<file path="config.mk">
export PLATFORM = sky130hd
export DESIGN_NAME = uart_rx_status
export DESIGN_NICKNAME = d
export VERILOG_FILES = /design/src/rtl/uart_rx_status_pkg.sv /design/src/rtl/uart_rx_status_sticky_bit.sv /design/src/rtl/uart_rx_status.sv
export SDC_FILE = /design/constraint.sdc
export NUM_CORES = 1
export LEC_CHECK = 0
export ABC_CLOCK_PERIOD_IN_PS = 1100
export CAP_MARGIN = 25
export CORE_MARGIN = 5
export CORE_UTILIZATION = 30
export CTS_CLUSTER_SIZE = 24
export DETAILED_ROUTE_END_ITERATION = 8
export HOLD_SLACK_MARGIN = 0.08
export PLACE_DENSITY = 0.77
export SLEW_MARGIN = 20
export SYNTH_ARGS = -nofsm -noshare
export SYNTH_HDL_FRONTEND = slang
export SYNTH_SLANG_ARGS = --single-unit
</file>
<file path="constraint.sdc">
create_clock -name clk -period 1.1 [get_ports clk]
set_input_delay 0.22 -clock clk [delete_from_list [all_inputs] [get_ports clk]]
set_output_delay 0.22 -clock clk [all_outputs]
set_load 0.005 [all_outputs]
</file>
<file path="src/rtl/uart_rx_status_pkg.sv">
// Shared constants for the UART receive status/interrupt block:
// FIFO geometry, record layout, LSR bit positions, IIR codes and RX trigger encodings.
package uart_rx_status_pkg;

  localparam int UART_FIFO_COUNTER_W = 5;
  localparam int UART_FIFO_REC_WIDTH = 11;

  // Record layout is {data[7:0], break, parity_err, framing_err}
  localparam int REC_FE = 0;
  localparam int REC_PE = 1;
  localparam int REC_BI = 2;

  localparam int LSR_DR   = 0;
  localparam int LSR_OE   = 1;
  localparam int LSR_PE   = 2;
  localparam int LSR_FE   = 3;
  localparam int LSR_BI   = 4;
  localparam int LSR_THRE = 5;
  localparam int LSR_TEMT = 6;
  localparam int LSR_EI   = 7;

  localparam int IER_ERBFI = 0;
  localparam int IER_ELSI  = 1;

  localparam logic [3:0] IIR_NONE = 4'b0001;
  localparam logic [3:0] IIR_RLS  = 4'b0110;
  localparam logic [3:0] IIR_RDA  = 4'b0100;
  localparam logic [3:0] IIR_TI   = 4'b1100;

  typedef enum logic [1:0] {
    TRIG_1  = 2'b00,
    TRIG_4  = 2'b01,
    TRIG_8  = 2'b10,
    TRIG_14 = 2'b11
  } rx_trig_e;

  function automatic logic [4:0] trig_level(input rx_trig_e trig);
    case (trig)
      TRIG_1:  return 5'd1;
      TRIG_4:  return 5'd4;
      TRIG_8:  return 5'd8;
      default: return 5'd14;
    endcase
  endfunction

endpackage

</file>
<file path="src/rtl/uart_rx_status_sticky_bit.sv">
// Sticky status flag with synchronous clear and async reset.
// A set in the same cycle as a clear wins, so an error event is never dropped.
module uart_sticky_bit (
  input  logic clk,
  input  logic wb_rst_i,
  input  logic set,
  input  logic clr,
  output logic q
);

  logic flag_d;
  logic flag_q;

  always_comb begin
    flag_d = flag_q;
    if (clr) flag_d = 1'b0;
    if (set) flag_d = 1'b1;
  end

  always_ff @(posedge clk or posedge wb_rst_i) begin
    if (wb_rst_i) flag_q <= 1'b0;
    else          flag_q <= flag_d;
  end

  assign q = flag_q;

endmodule

</file>
<file path="src/rtl/uart_rx_status.sv">
// Receive-side line status and interrupt generation downstream of the RX FIFO.
// Produces LSR, RX interrupt requests, the IIR code, the FIFO pop strobe and lsr_mask.
module uart_rx_status
  import uart_rx_status_pkg::*;
#(
  parameter int FIFO_CW = UART_FIFO_COUNTER_W,
  parameter int REC_W   = UART_FIFO_REC_WIDTH
) (
  input  logic               clk,
  input  logic               wb_rst_i,
  input  logic [FIFO_CW-1:0] rf_count,
  input  logic [REC_W-1:0]   rf_data_out,
  input  logic               rf_overrun,
  input  logic               rf_error_bit,
  input  logic [9:0]         counter_t,
  input  logic [1:0]         fcr_trig,
  input  logic [1:0]         ier,
  input  logic               thr_empty,
  input  logic               tx_empty,
  input  logic               lsr_read,
  input  logic               rbr_read,
  output logic               rf_pop,
  output logic               lsr_mask,
  output logic [7:0]         lsr,
  output logic               rda_int,
  output logic               ti_int,
  output logic               ls_int,
  output logic [3:0]         iir_id
);

  logic               cnt_nz;
  logic [FIFO_CW-1:0] trig_lvl;
  logic               top_new;
  logic               oe_set, pe_set, fe_set, bi_set;
  logic               oe_flag, pe_flag, fe_flag, bi_flag;

  logic       cnt_nz_d,    cnt_nz_q;
  logic       top_first_d, top_first_q;
  logic       pop_seen_d,  pop_seen_q;
  logic       rf_pop_d,    rf_pop_q;
  logic       lsr_mask_d,  lsr_mask_q;
  logic       overrun_d,   overrun_q;
  logic       rda_int_d,   rda_int_q;
  logic       ti_int_d,    ti_int_q;
  logic [3:0] iir_id_d,    iir_id_q;

  logic unused_rec_data;
  assign unused_rec_data = ^rf_data_out[REC_W-1:3];

  always_comb begin
    cnt_nz   = (rf_count != '0);
    trig_lvl = FIFO_CW'(trig_level(rx_trig_e'(fcr_trig)));

    cnt_nz_d    = cnt_nz;
    top_first_d = cnt_nz & ~cnt_nz_q;
    pop_seen_d  = rf_pop_q;
    // A fresh record reaches the top either when the FIFO leaves empty or after a pop
    top_new     = top_first_q | (pop_seen_q & cnt_nz);

    rf_pop_d   = rbr_read & cnt_nz;
    lsr_mask_d = lsr_read;
    overrun_d  = rf_overrun;

    oe_set = rf_overrun & ~overrun_q;
    pe_set = top_new & rf_data_out[REC_PE];
    fe_set = top_new & rf_data_out[REC_FE];
    bi_set = top_new & rf_data_out[REC_BI];

    rda_int_d = ier[IER_ERBFI] & (rf_count >= trig_lvl);
    // Timeout holds until the host reads RBR or the FIFO drains
    ti_int_d  = ier[IER_ERBFI] & cnt_nz & ~rbr_read & (ti_int_q | (counter_t == '0));

    lsr           = '0;
    lsr[LSR_DR]   = cnt_nz_q;
    lsr[LSR_OE]   = oe_flag;
    lsr[LSR_PE]   = pe_flag;
    lsr[LSR_FE]   = fe_flag;
    lsr[LSR_BI]   = bi_flag;
    lsr[LSR_THRE] = thr_empty;
    lsr[LSR_TEMT] = tx_empty;
    lsr[LSR_EI]   = rf_error_bit & cnt_nz_q;

    ls_int = ier[IER_ELSI] & (oe_flag | pe_flag | fe_flag | bi_flag);

    iir_id_d = IIR_NONE;
    if (ls_int)         iir_id_d = IIR_RLS;
    else if (rda_int_q) iir_id_d = IIR_RDA;
    else if (ti_int_q)  iir_id_d = IIR_TI;
  end

  always_ff @(posedge clk or posedge wb_rst_i) begin
    if (wb_rst_i) begin
      cnt_nz_q    <= 1'b0;
      top_first_q <= 1'b0;
      pop_seen_q  <= 1'b0;
      rf_pop_q    <= 1'b0;
      lsr_mask_q  <= 1'b0;
      overrun_q   <= 1'b0;
      rda_int_q   <= 1'b0;
      ti_int_q    <= 1'b0;
      iir_id_q    <= IIR_NONE;
    end else begin
      cnt_nz_q    <= cnt_nz_d;
      top_first_q <= top_first_d;
      pop_seen_q  <= pop_seen_d;
      rf_pop_q    <= rf_pop_d;
      lsr_mask_q  <= lsr_mask_d;
      overrun_q   <= overrun_d;
      rda_int_q   <= rda_int_d;
      ti_int_q    <= ti_int_d;
      iir_id_q    <= iir_id_d;
    end
  end

  uart_sticky_bit u_oe (.clk(clk), .wb_rst_i(wb_rst_i), .set(oe_set), .clr(lsr_read), .q(oe_flag));
  uart_sticky_bit u_pe (.clk(clk), .wb_rst_i(wb_rst_i), .set(pe_set), .clr(lsr_read), .q(pe_flag));
  uart_sticky_bit u_fe (.clk(clk), .wb_rst_i(wb_rst_i), .set(fe_set), .clr(lsr_read), .q(fe_flag));
  uart_sticky_bit u_bi (.clk(clk), .wb_rst_i(wb_rst_i), .set(bi_set), .clr(lsr_read), .q(bi_flag));

  assign rf_pop   = rf_pop_q;
  assign lsr_mask = lsr_mask_q;
  assign rda_int  = rda_int_q;
  assign ti_int   = ti_int_q;
  assign iir_id   = iir_id_q;

endmodule

</file>
**Yosys cells after proc, flatten, opt, wreduce, memory -nomap -nowiden**

Index checks and enable logic that the tools add are counted.

- Reduce and logical (&&, ||, !) cells: 7
- Order comparisons: 1
- Bitwise operators: 21
- Mux-type cells: 9
- Equality and inequality tests: 2

Operator list:

| cell | number |
|---|---|
| AND 1 bit | 13 |
| 2-to-1 mux 4 bit | 3 |
| case mux 4 bit (3 select lines) | 1 |
| zero test 10 bit | 1 |
| nonzero test 2 bit | 4 |
| >= comparator 5 bit | 1 |
| 2-to-1 mux 1 bit | 5 |
| OR 1 bit | 5 |
| nonzero test 5 bit | 1 |
| inverter 1 bit | 3 |
| equality test 2 x 1 -> 1 bit, second input constant | 1 |
| equality test 2 bit, second input constant | 1 |
| zero test 2 bit | 1 |

- Input port bits: 38
- Output and inout port bits: 17
- Register bits: 16
- Word-level logic and storage cells: 53

**Longest topological paths before layout**

Gate-level depths: netlist (run 1).

- Word-level depth: 5
- Depth in mapped cells: 6
- Mapped depth without buffers: 6

**Cells and area by module**

Synthesis (run 1) repeated with hierarchy kept, for this count alone.

- Cell total of the unflattened synthesis: 72
- Area, all modules: 753.2 um^2

Modules (own cells, without submodules):

| module | area each (um^2) | cells an instance | sequential area each (um^2) | instances |
|---|---|---|---|---|
| uart_rx_status | 593.1 | 56 | 301.5 | 1 |
| uart_sticky_bit | 40.0 | 4 | 25.0 | 4 |

**Worst setup path before layout (run 1)**

No wires, ideal clock.

- Path type: reg-to-reg
- From: reg u_oe.flag_q, in the netlist u_oe.q
- To: reg iir_id_q[2], in the netlist iir_id[2]
- Path buffers: 0
- Cell stages (with the launch flop): 4
- Path slack: -0.048 ns
- Setup time: 0.121 ns
- Clock period less this slack: 1.148 ns
- Arrival time: 1.027 ns
- Data required time: 0.979 ns
- Cell sequence: dfrtp_1 > o41a_1 > nor3_2 > inv_1

- Cells in the longest elaborated chain, start to end: 5

RTL lines:

| what | line | text |
|---|---|---|
| start: declaration | uart_rx_status_sticky_bit.sv:12 | `logic flag_q;` |
| start signal: assignment | uart_rx_status_sticky_bit.sv:22 | `else flag_q <= flag_d;` |
| OR 1 bit (3 in a row) | uart_rx_status.sv:83 | `ls_int = ier[IER_ELSI] & (oe_flag \| pe_flag \| fe_flag \| bi_flag);` |
| AND 1 bit | uart_rx_status.sv:83 |  |
| named net ls_int | uart_rx_status.sv:27 | `output logic ls_int,` |
| 2-to-1 mux 4 bit | uart_rx_status.sv:86 | `if (ls_int) iir_id_d = IIR_RLS;` |
| named net iir_id_d[2] | uart_rx_status.sv:45 | `logic [3:0] iir_id_d, iir_id_q;` |
| end signal: assignment | uart_rx_status.sv:111 | `iir_id_q <= iir_id_d;` |
| end: declaration | uart_rx_status.sv:45 |  |

The timed path passes the listed nets, and every way through them passes these cells.
A chain may end at the register's enable or synchronous reset.

**Final worst setup path (run 1)**

- From: reg u_oe.flag_q, in the netlist u_oe.q
- To: out ls_int

- Cells in the longest elaborated chain, start to end: 4

RTL lines:

| what | line |
|---|---|
| OR 1 bit (3 in a row) | uart_rx_status.sv:83 |
| AND 1 bit | uart_rx_status.sv:83 |
| end: declaration | uart_rx_status.sv:27 |

No other way between the ends.

==> flow_metrics.env, run 1 <==
export IMPL_status="complete, but fails checks"
export IMPL_violations="setup timing"
export IMPL_drcViolationCount=0
export IMPL_relSlewSlack=0.830
export IMPL_synth_compound_area_frac=0.118
export IMPL_clkTransAtPathRegs_ps=80
export IMPL_die_area_sq_mm=0.00364
export IMPL_finalCoreUtilization=0.525
export IMPL_drt_pre_antenna_iters=2
export IMPL_fin_nets=168
export IMPL_synth_top_family_by_area="simple AND/OR/NAND/NOR gates"
export IMPL_grt_pass1_wl_mm=3.12
export IMPL_reg2reg_from="u_oe.q$_DFFE_PP0P_"
export IMPL_yosysWarnings=0
export IMPL_finalCritPeriodShare=1.33
export IMPL_placed_cell_area_sq_mm=0.00126
export IMPL_yosys_area_share_adder=0.0658
export IMPL_ir_worst_vdd_mv=0.540
export IMPL_drtIter0Drc=9
export IMPL_syn_area_sq_um=761
export IMPL_multiInputGateArea_sq_um=303
export IMPL_core_area_sq_mm=0.00245
export IMPL_hold_violations=0
export IMPL_worstPathArrival_ps=1240
export IMPL_drt_total_wl_mm=1.97
export IMPL_ios=55
export IMPL_areaGrowthSynthToFinish_pct=69.4
export IMPL_clk_latency_ps=280
export IMPL_ys_ff_latch=16
export IMPL_htree_levels=1
export IMPL_hpwlAfterDp_mm=1.59
export IMPL_synth_area_mux_share=0
export IMPL_ant_nets=0
export IMPL_finalMaxSlewViolations=0
export IMPL_cts_buffer_depth=2
export IMPL_synthDistinctLibCells=24
export IMPL_final_area_sq_mm=0.00129
export IMPL_setup_ws_ps=-359
export IMPL_layout_cells_most_common="dfrtp_1"
export IMPL_crit_path_end_kind="output pin"
export IMPL_die_w_um=60.4
export IMPL_layout_common_cells="dfrtp_1 (15), clkdlybuf4s50_1 (14), buf_4 (14), dlygate4sd2_1 (11), inv_1 (9)"
export IMPL_synth_simple_area_share=0.174
export IMPL_start_util=0.310
export IMPL_cts_root_buf="clkbuf_4"
export IMPL_cap_violations=0
export IMPL_syn_nets=111
export IMPL_wl_per_cell_um=12.7
export IMPL_routed_via_count=698
export IMPL_grt_usage=0.115
export IMPL_cts_tree="built"
export IMPL_worstMarginPinSlew_ps=252
export IMPL_synth_area_leaders="dfrtp_1 (49%), buf_4 (6.9%), ha_1 (6.6%)"
export IMPL_avgViaCountPerCell=4.50
export IMPL_startpoint_type="flop"
export IMPL_ys_seq_area_frac=0.528
export IMPL_yosysTopAreaCell="dfrtp_1"
export IMPL_fp_dieH_um=60.4
export IMPL_min_period_ps=1460
export IMPL_cp_data_required_time_ps=880
export IMPL_netlist_area_leader_share=0.493
export IMPL_finalSetupViolations=10
export IMPL_cts_buffers=3
export IMPL_grt_pass1_vias=754
export IMPL_rr_worst_depth=4
export IMPL_worst_path_max_fanout=2
export IMPL_p_per_area_mw_per_mm2=994
export IMPL_placementRows=18
export IMPL_synthXorXnorAreaFrac=0
export IMPL_overflow=0
export IMPL_crit_type="reg2out"
export IMPL_r2r_setup_slack_ps=-190
export IMPL_power_leakage_nw=0.635
export IMPL_antenna_cells=0
export IMPL_hold_path_class="in2async"
export IMPL_skew_ps=8.23
export IMPL_portBuffers=42
export IMPL_final_layout_size_suffix_gt1_frac=0.352
export IMPL_syn_inst=69
export IMPL_regArea_sq_um=402
export IMPL_grt_max_degree=10
export IMPL_rsz0062_at_grt="yes"
export IMPL_clock_sinks=16
export IMPL_fill_cells=248
export IMPL_reg2reg_to="iir_id[2]$_DFF_PP0_"
export IMPL_antenna_found_initial=0
export IMPL_max_freq_mhz=685
export IMPL_globalplace_congestion=0.787
export IMPL_synth_avg_cell_area_sq_um=11.0
## registers in the layout, indices dropped and copies added (netlist names)
signal / count
pop_seen_q: 1
rf_pop: 1
top_first_q: 1
u_bi.q: 1
iir_id: 4
ti_int: 1
lsr_mask: 1
u_fe.q: 1
u_oe.q: 1
cnt_nz_q: 1
u_pe.q: 1
rda_int: 1
overrun_q: 1
## cells in the mapped netlist
master	n
a21boi_0	1
a21oi_1	4
a31oi_1	1
and2_1	1
buf_4	7
dfrtp_1	15
dfstp_2	1
ha_1	4
inv_1	9
nand2_1	4
nor2_1	3
nor2_8	1
nor2b_1	4
nor3_1	1
nor3_2	1
nor3b_1	1
nor4_1	2
nor4b_1	1
o21ai_0	1
o21ai_2	3
o22ai_1	1
o31ai_1	1
o41a_1	1
or4_4	1
## what timing repair did
action,in CTS,in global routing
setup buffers,3,3
cloned,0,0
endpoints found under the hold margin,0,0
hold buffers,0,0
gates resized for setup,66,10
pin swaps,14,2
setup endpoints to repair,27,15
## how the worst max path moves through the flow
stage                        from                   to  cells past startpoint
6_report       u_oe.q$_DFFE_PP0P_               ls_int                      2
5_1_grt        u_oe.q$_DFFE_PP0P_               ls_int                      2
4_1_cts        u_oe.q$_DFFE_PP0P_               ls_int                      2
3_5_place_dp          rf_count[1]    rda_int$_DFF_PP0_                      6
3_3_place_gp          rf_count[1]    rda_int$_DFF_PP0_                      6
2_1_floorplan  u_pe.q$_DFFE_PP0P_  iir_id[2]$_DFF_PP0_                      3
## cell type report
cell class	count	share of cell area
flip-flops and latches	16	0.312
multi-input cells	37	0.235
inverters	9	0.0262
well taps	30	0.0291
repair buffers	59	0.378
clock buffers	4	0.0204
## report_power, final
group          internal [mW]  switching [mW]
sequential             0.629          0.0182
clock                  0.140           0.169
combinational          0.201           0.123
total                  0.971           0.311
## metal layers
layer,routed length (um),GRT usage,vias up
li1,-,-,343
met1,654,0.114,318
met2,1080,0.216,35
met3,219,0.0362,2
met4,17,0.0538,0
met5,0,0,-
## through the flow
| stage | TNS, ps | instances | setup slack, ps | hold slack [ps] | power, mW |
|---|---|---|---|---|---|
| 6_report | -981 | 155 | -359 | 133 | 1.28 |
| 2_1_floorplan | -52.6 | 69 | -42.2 | 133 | 0.770 |
| 5_1_grt | -1520 | 155 | -421 | 154 | 1.37 |
| 3_5_place_dp | -5450 | 146 | -534 | 368 | 0.992 |
| 4_1_cts | -1200 | 152 | -374 | 134 | 1.28 |
| 3_3_place_gp | -5010 | 146 | -489 | 370 | 0.981 |
## cell families after synthesis
group	Yosys count
compound gates	13
fa+ha+maj	4
buf+inv	16
flops	16
simple gates	20
## worst max-delay path, stage by stage (launching register included)
cell and delay (ps):
dfrtp_1 400, o41a_1 440, buf_2 140
No activity file was read; power rests on OpenSTA's default activity.
==> run 2, diff against run 1 <==
SKIP_CTS_REPAIR_TIMING = 1   (was not set)
==> flow_metrics.env, run 2 (synthesis gave the netlist of run 1 again) <==
export IMPL_core_area_sq_mm=0.00245
export IMPL_finalCoreUtilization=0.568
export IMPL_placementRows=18
export IMPL_rsz0062_at_grt="yes"
export IMPL_power_switching_uw=316
export IMPL_swShare=0.239
export IMPL_cp_data_required_time_ps=880
export IMPL_routed_via_count=711
export IMPL_ir_worst_vdd_mv=0.542
export IMPL_drcViolationCount=0
export IMPL_fill_cells=225
export IMPL_cts_root_buf="clkbuf_4"
export IMPL_layout_common_cells="clkdlybuf4s50_1 (20), dfrtp_1 (15), dlymetal6s2s_1 (14), buf_4 (14), inv_1 (9)"
export IMPL_power_leakage_nw=0.766
export IMPL_layout_cells_most_common="clkdlybuf4s50_1"
export IMPL_drt_total_wl_mm=2.09
export IMPL_final_area_sq_mm=0.00140
export IMPL_die_area_sq_mm=0.00364
export IMPL_avgViaCountPerCell=4.56
export IMPL_areaGrowthSynthToFinish_pct=83.4
export IMPL_clock_sinks=16
export IMPL_finalMaxSlewViolations=0
export IMPL_worstMarginPinSlew_ps=265
export IMPL_skew_ps=6.69
export IMPL_cap_violations=0
export IMPL_globalplace_congestion=0.787
export IMPL_post_place_cells=146
export IMPL_grt_max_degree=10
export IMPL_largest_register_ffs=4
export IMPL_portBuffers=42
export IMPL_violations="setup timing"
export IMPL_hpwlAfterDp_mm=1.59
export IMPL_worst_path_max_fanout=2
export IMPL_pwr_share_comb=0.279
export IMPL_hold_path_class="in2async"
export IMPL_worstPathArrival_ps=1230
export IMPL_cts_buffer_depth=2
export IMPL_antenna_cells=0
export IMPL_ant_nets=0
export IMPL_power_internal_mw=1.01
export IMPL_fp_dieH_um=60.4
export IMPL_finalCritPeriodShare=1.32
export IMPL_setup_ws_ps=-347
export IMPL_max_freq_mhz=691
export IMPL_start_util=0.310
export IMPL_drtIter0Drc=9
export IMPL_overflow=0
export IMPL_grt_pass1_wl_mm=2.95
export IMPL_fin_nets=169
export IMPL_grt_pass1_vias=742
export IMPL_clkTransAtPathRegs_ps=90
export IMPL_final_layout_size_suffix_gt1_frac=0.349
export IMPL_die_w_um=60.4
export IMPL_grt_usage=0.108
export IMPL_totalPowerFinal_mw=1.32
export IMPL_ios=55
export IMPL_seqPwrFrac=0.490
export IMPL_hold_violations=0
export IMPL_setup_tns_ps=-1170
export IMPL_timing_hold_ws_ps=133
export IMPL_pwr_share_clk=0.231
export IMPL_clk_latency_ps=280
export IMPL_startpoint_type="flop"
export IMPL_placed_cell_area_sq_mm=0.00126
export IMPL_p_per_area_mw_per_mm2=949
export IMPL_finalSetupViolations=12
export IMPL_relSlewSlack=0.821
export IMPL_wl_per_cell_um=13.4
export IMPL_instances_no_fill=156
export IMPL_antenna_found_initial=0
export IMPL_crit_type="reg2out"
export IMPL_status="complete, but fails checks"
export IMPL_drt_pre_antenna_iters=2
export IMPL_min_period_ps=1450
export IMPL_crit_path_end_kind="output pin"
export IMPL_dpl_worst_slack_ps=-534
export IMPL_htree_levels=1
export IMPL_cts_tree="built"
export IMPL_cts_buffers=3
## run 2: power groups by stage
stage | Sequential, mW | Combinational [mW] | Clock [mW]
floorplan | 0.661 | 0.110 | 0
global placement | 0.658 | 0.323 | 0
detailed placement | 0.659 | 0.333 | 0
CTS | 0.647 | 0.335 | 0.315
global route | 0.652 | 0.403 | 0.361
finish | 0.648 | 0.369 | 0.306
## run 2: final timing paths
kind / end / startpoint / cells past startpoint / slack, ps
worst max-delay path: ls_int / u_bi.q$_DFFE_PP0P_ / 2 / -350
worst min-delay path: iir_id[3]$_DFF_PP0_ / wb_rst_i / 2 / 130
worst max register to register: iir_id[2]$_DFF_PP0_ / u_bi.q$_DFFE_PP0P_ / 4 / -250
worst min register to register: pop_seen_q$_DFF_PP0_ / rf_pop$_DFF_PP0_ / 0 / 380
max in group asynchronous: iir_id[1]$_DFF_PP0_ / wb_rst_i / 3 / 610
min in group clk: cnt_nz_q$_DFF_PP0_ / rf_count[0] / 4 / 310
## run 2: area by class of cell
type	count	area, sq um	share of cell area
Timing Repair Buffer	60	572	0.410
Sequential cell	16	402	0.288
Multi-Input combinational cell	37	324	0.232
Tap cell	30	37.5	0.0269
Inverter	9	33.8	0.0242
Clock buffer	4	26.3	0.0188
## run 2: metal layers
layer	track usage	wire (um)	up-vias
met2	0.202	1150	37
met1	0.108	669	331
met5	0	0	-
met3	0.0340	238	4
met4	0.0506	32	0
li1	-	-	339
## run 2: worst max-delay path, cell delays in order, from the launching register on
cell      delay (ps)
dfrtp_1          400
o41a_1           420
clkbuf_2         120
==> run 3, diff against run 2 <==
ABC_CLOCK_PERIOD_IN_PS = 1600   (was 1100)
CORE_UTILIZATION = 33   (was 30)
GPL_TIMING_DRIVEN = 1   (was not set)
PLACE_DENSITY = 0.8   (was 0.77)
clock period = 1.6 ns   (was 1.1 ns; I/O delays follow)
==> flow_metrics.env, run 3 (synthesis gave the netlist of run 1 again) <==
export IMPL_status="complete, no violations"
export IMPL_ios=55
export IMPL_layout_cells_most_common="clkdlybuf4s50_1"
export IMPL_layout_common_cells="clkdlybuf4s50_1 (38), dfrtp_1 (15), inv_1 (9), buf_4 (8)"
export IMPL_instances_no_fill=144
export IMPL_pwr_share_comb=0.233
export IMPL_min_period_ps=1570
export IMPL_avgViaCountPerCell=4.57
export IMPL_timing_hold_ws_ps=339
export IMPL_finalMaxSlewViolations=0
export IMPL_areaGrowthSynthToFinish_pct=66.9
export IMPL_skew_ps=5.41
export IMPL_power_leakage_nw=0.606
export IMPL_start_util=0.344
export IMPL_hold_violations=0
export IMPL_worstPathArrival_ps=1250
export IMPL_overflow=0
export IMPL_finalCritPeriodShare=0.982
export IMPL_dpl_worst_slack_ps=-169
export IMPL_startpoint_type="flop"
export IMPL_finalCoreUtilization=0.574
export IMPL_post_place_cells=139
export IMPL_cts_buffers=3
export IMPL_drcViolationCount=0
export IMPL_cap_violations=0
export IMPL_pwr_share_clk=0.279
export IMPL_cts_root_buf="clkbuf_4"
export IMPL_antenna_cells=0
export IMPL_ir_worst_vdd_mv=0.354
export IMPL_grt_pass1_wl_mm=2.90
export IMPL_placed_cell_area_sq_mm=0.00122
export IMPL_clk_latency_ps=280
export IMPL_power_internal_uw=714
export IMPL_final_layout_size_suffix_gt1_frac=0.164
export IMPL_worst_path_max_fanout=2
export IMPL_placementRows=17
export IMPL_crit_path_end_kind="output pin"
export IMPL_grt_usage=0.112
export IMPL_cts_buffer_depth=2
export IMPL_portBuffers=42
export IMPL_grt_pass1_vias=701
export IMPL_power_switching_uw=198
export IMPL_cp_data_required_time_ps=1280
export IMPL_totalPowerFinal_uw=912
export IMPL_crit_type="reg2out"
export IMPL_routed_via_count=658
export IMPL_p_per_area_mw_per_mm2=718
export IMPL_setup_tns_ps=0
export IMPL_clkTransAtPathRegs_ps=90
export IMPL_hold_path_class="in2async"
export IMPL_worstMarginPinSlew_ps=266
export IMPL_htree_levels=1
export IMPL_fin_nets=159
export IMPL_largest_register_ffs=4
export IMPL_core_area_sq_mm=0.00221
export IMPL_rsz0062_at_grt="yes"
export IMPL_drtIter0Drc=7
export IMPL_final_area_sq_mm=0.00127
export IMPL_globalplace_congestion=0.796
export IMPL_hpwlAfterDp_mm=1.49
export IMPL_die_w_um=58.0
export IMPL_die_area_sq_mm=0.00337
export IMPL_max_freq_mhz=637
export IMPL_clock_sinks=16
export IMPL_drt_pre_antenna_iters=4
export IMPL_grt_max_degree=17
export IMPL_finalSetupViolations=0
export IMPL_ant_nets=0
export IMPL_swShare=0.217
export IMPL_fp_dieH_um=58.0
export IMPL_relSlewSlack=0.821
export IMPL_seqPwrFrac=0.489
export IMPL_cts_tree="built"
export IMPL_setup_ws_ps=29.6
export IMPL_drt_total_wl_mm=1.72
export IMPL_wl_per_cell_um=11.9
export IMPL_antenna_found_initial=0
==> run 3: area by class of cell <==
type | count | area (sq um)
clock buffers | 4 | 36.3
fillers | 195 | 942
inverters | 9 | 33.8
multi-input cells | 37 | 273
flip-flops and latches | 16 | 402
well taps | 28 | 35.0
repair buffers | 50 | 490
==> run 3: worst paths after layout <==
kind / cells past startpoint / from / to / slack [ps]
max reg2reg: 4 / u_oe.q$_DFFE_PP0P_ / iir_id[2]$_DFF_PP0_ / 330
max in group asynchronous: 3 / wb_rst_i / iir_id[0]$_DFF_PP1_ / 1020
max: 2 / u_oe.q$_DFFE_PP0P_ / ls_int / 30
min: 3 / wb_rst_i / u_bi.q$_DFFE_PP0P_ / 340
min reg2reg: 0 / rf_pop$_DFF_PP0_ / pop_seen_q$_DFF_PP0_ / 390
min in group clk: 0 / rf_pop$_DFF_PP0_ / pop_seen_q$_DFF_PP0_ / 390
==> run 3: power by group through the flow <==
stage | Clock, mW | Sequential (mW) | Combinational [mW]
2_1_floorplan | 0 | 0.454 | 0.0749
3_3_place_gp | 0 | 0.454 | 0.209
3_5_place_dp | 0 | 0.455 | 0.214
4_1_cts | 0.265 | 0.447 | 0.215
5_1_grt | 0.282 | 0.449 | 0.235
6_report | 0.254 | 0.446 | 0.212
==> run 3: layer usage <==
metal | GRT usage | vias up | share of wire
met2 | 0.197 | 33 | 0.50
met1 | 0.109 | 298 | 0.37
met3 | 0.0445 | 4 | 0.11
met5 | 0 | - | 0
li1 | - | 323 | -
met4 | 0.0695 | 0 | 0.012
==> run 3: worst max-delay path, cell delays in order (launching register included) <==
cell and delay, ps:
dfrtp_1 380, o41a_1 430, dlymetal6s2s_1 160
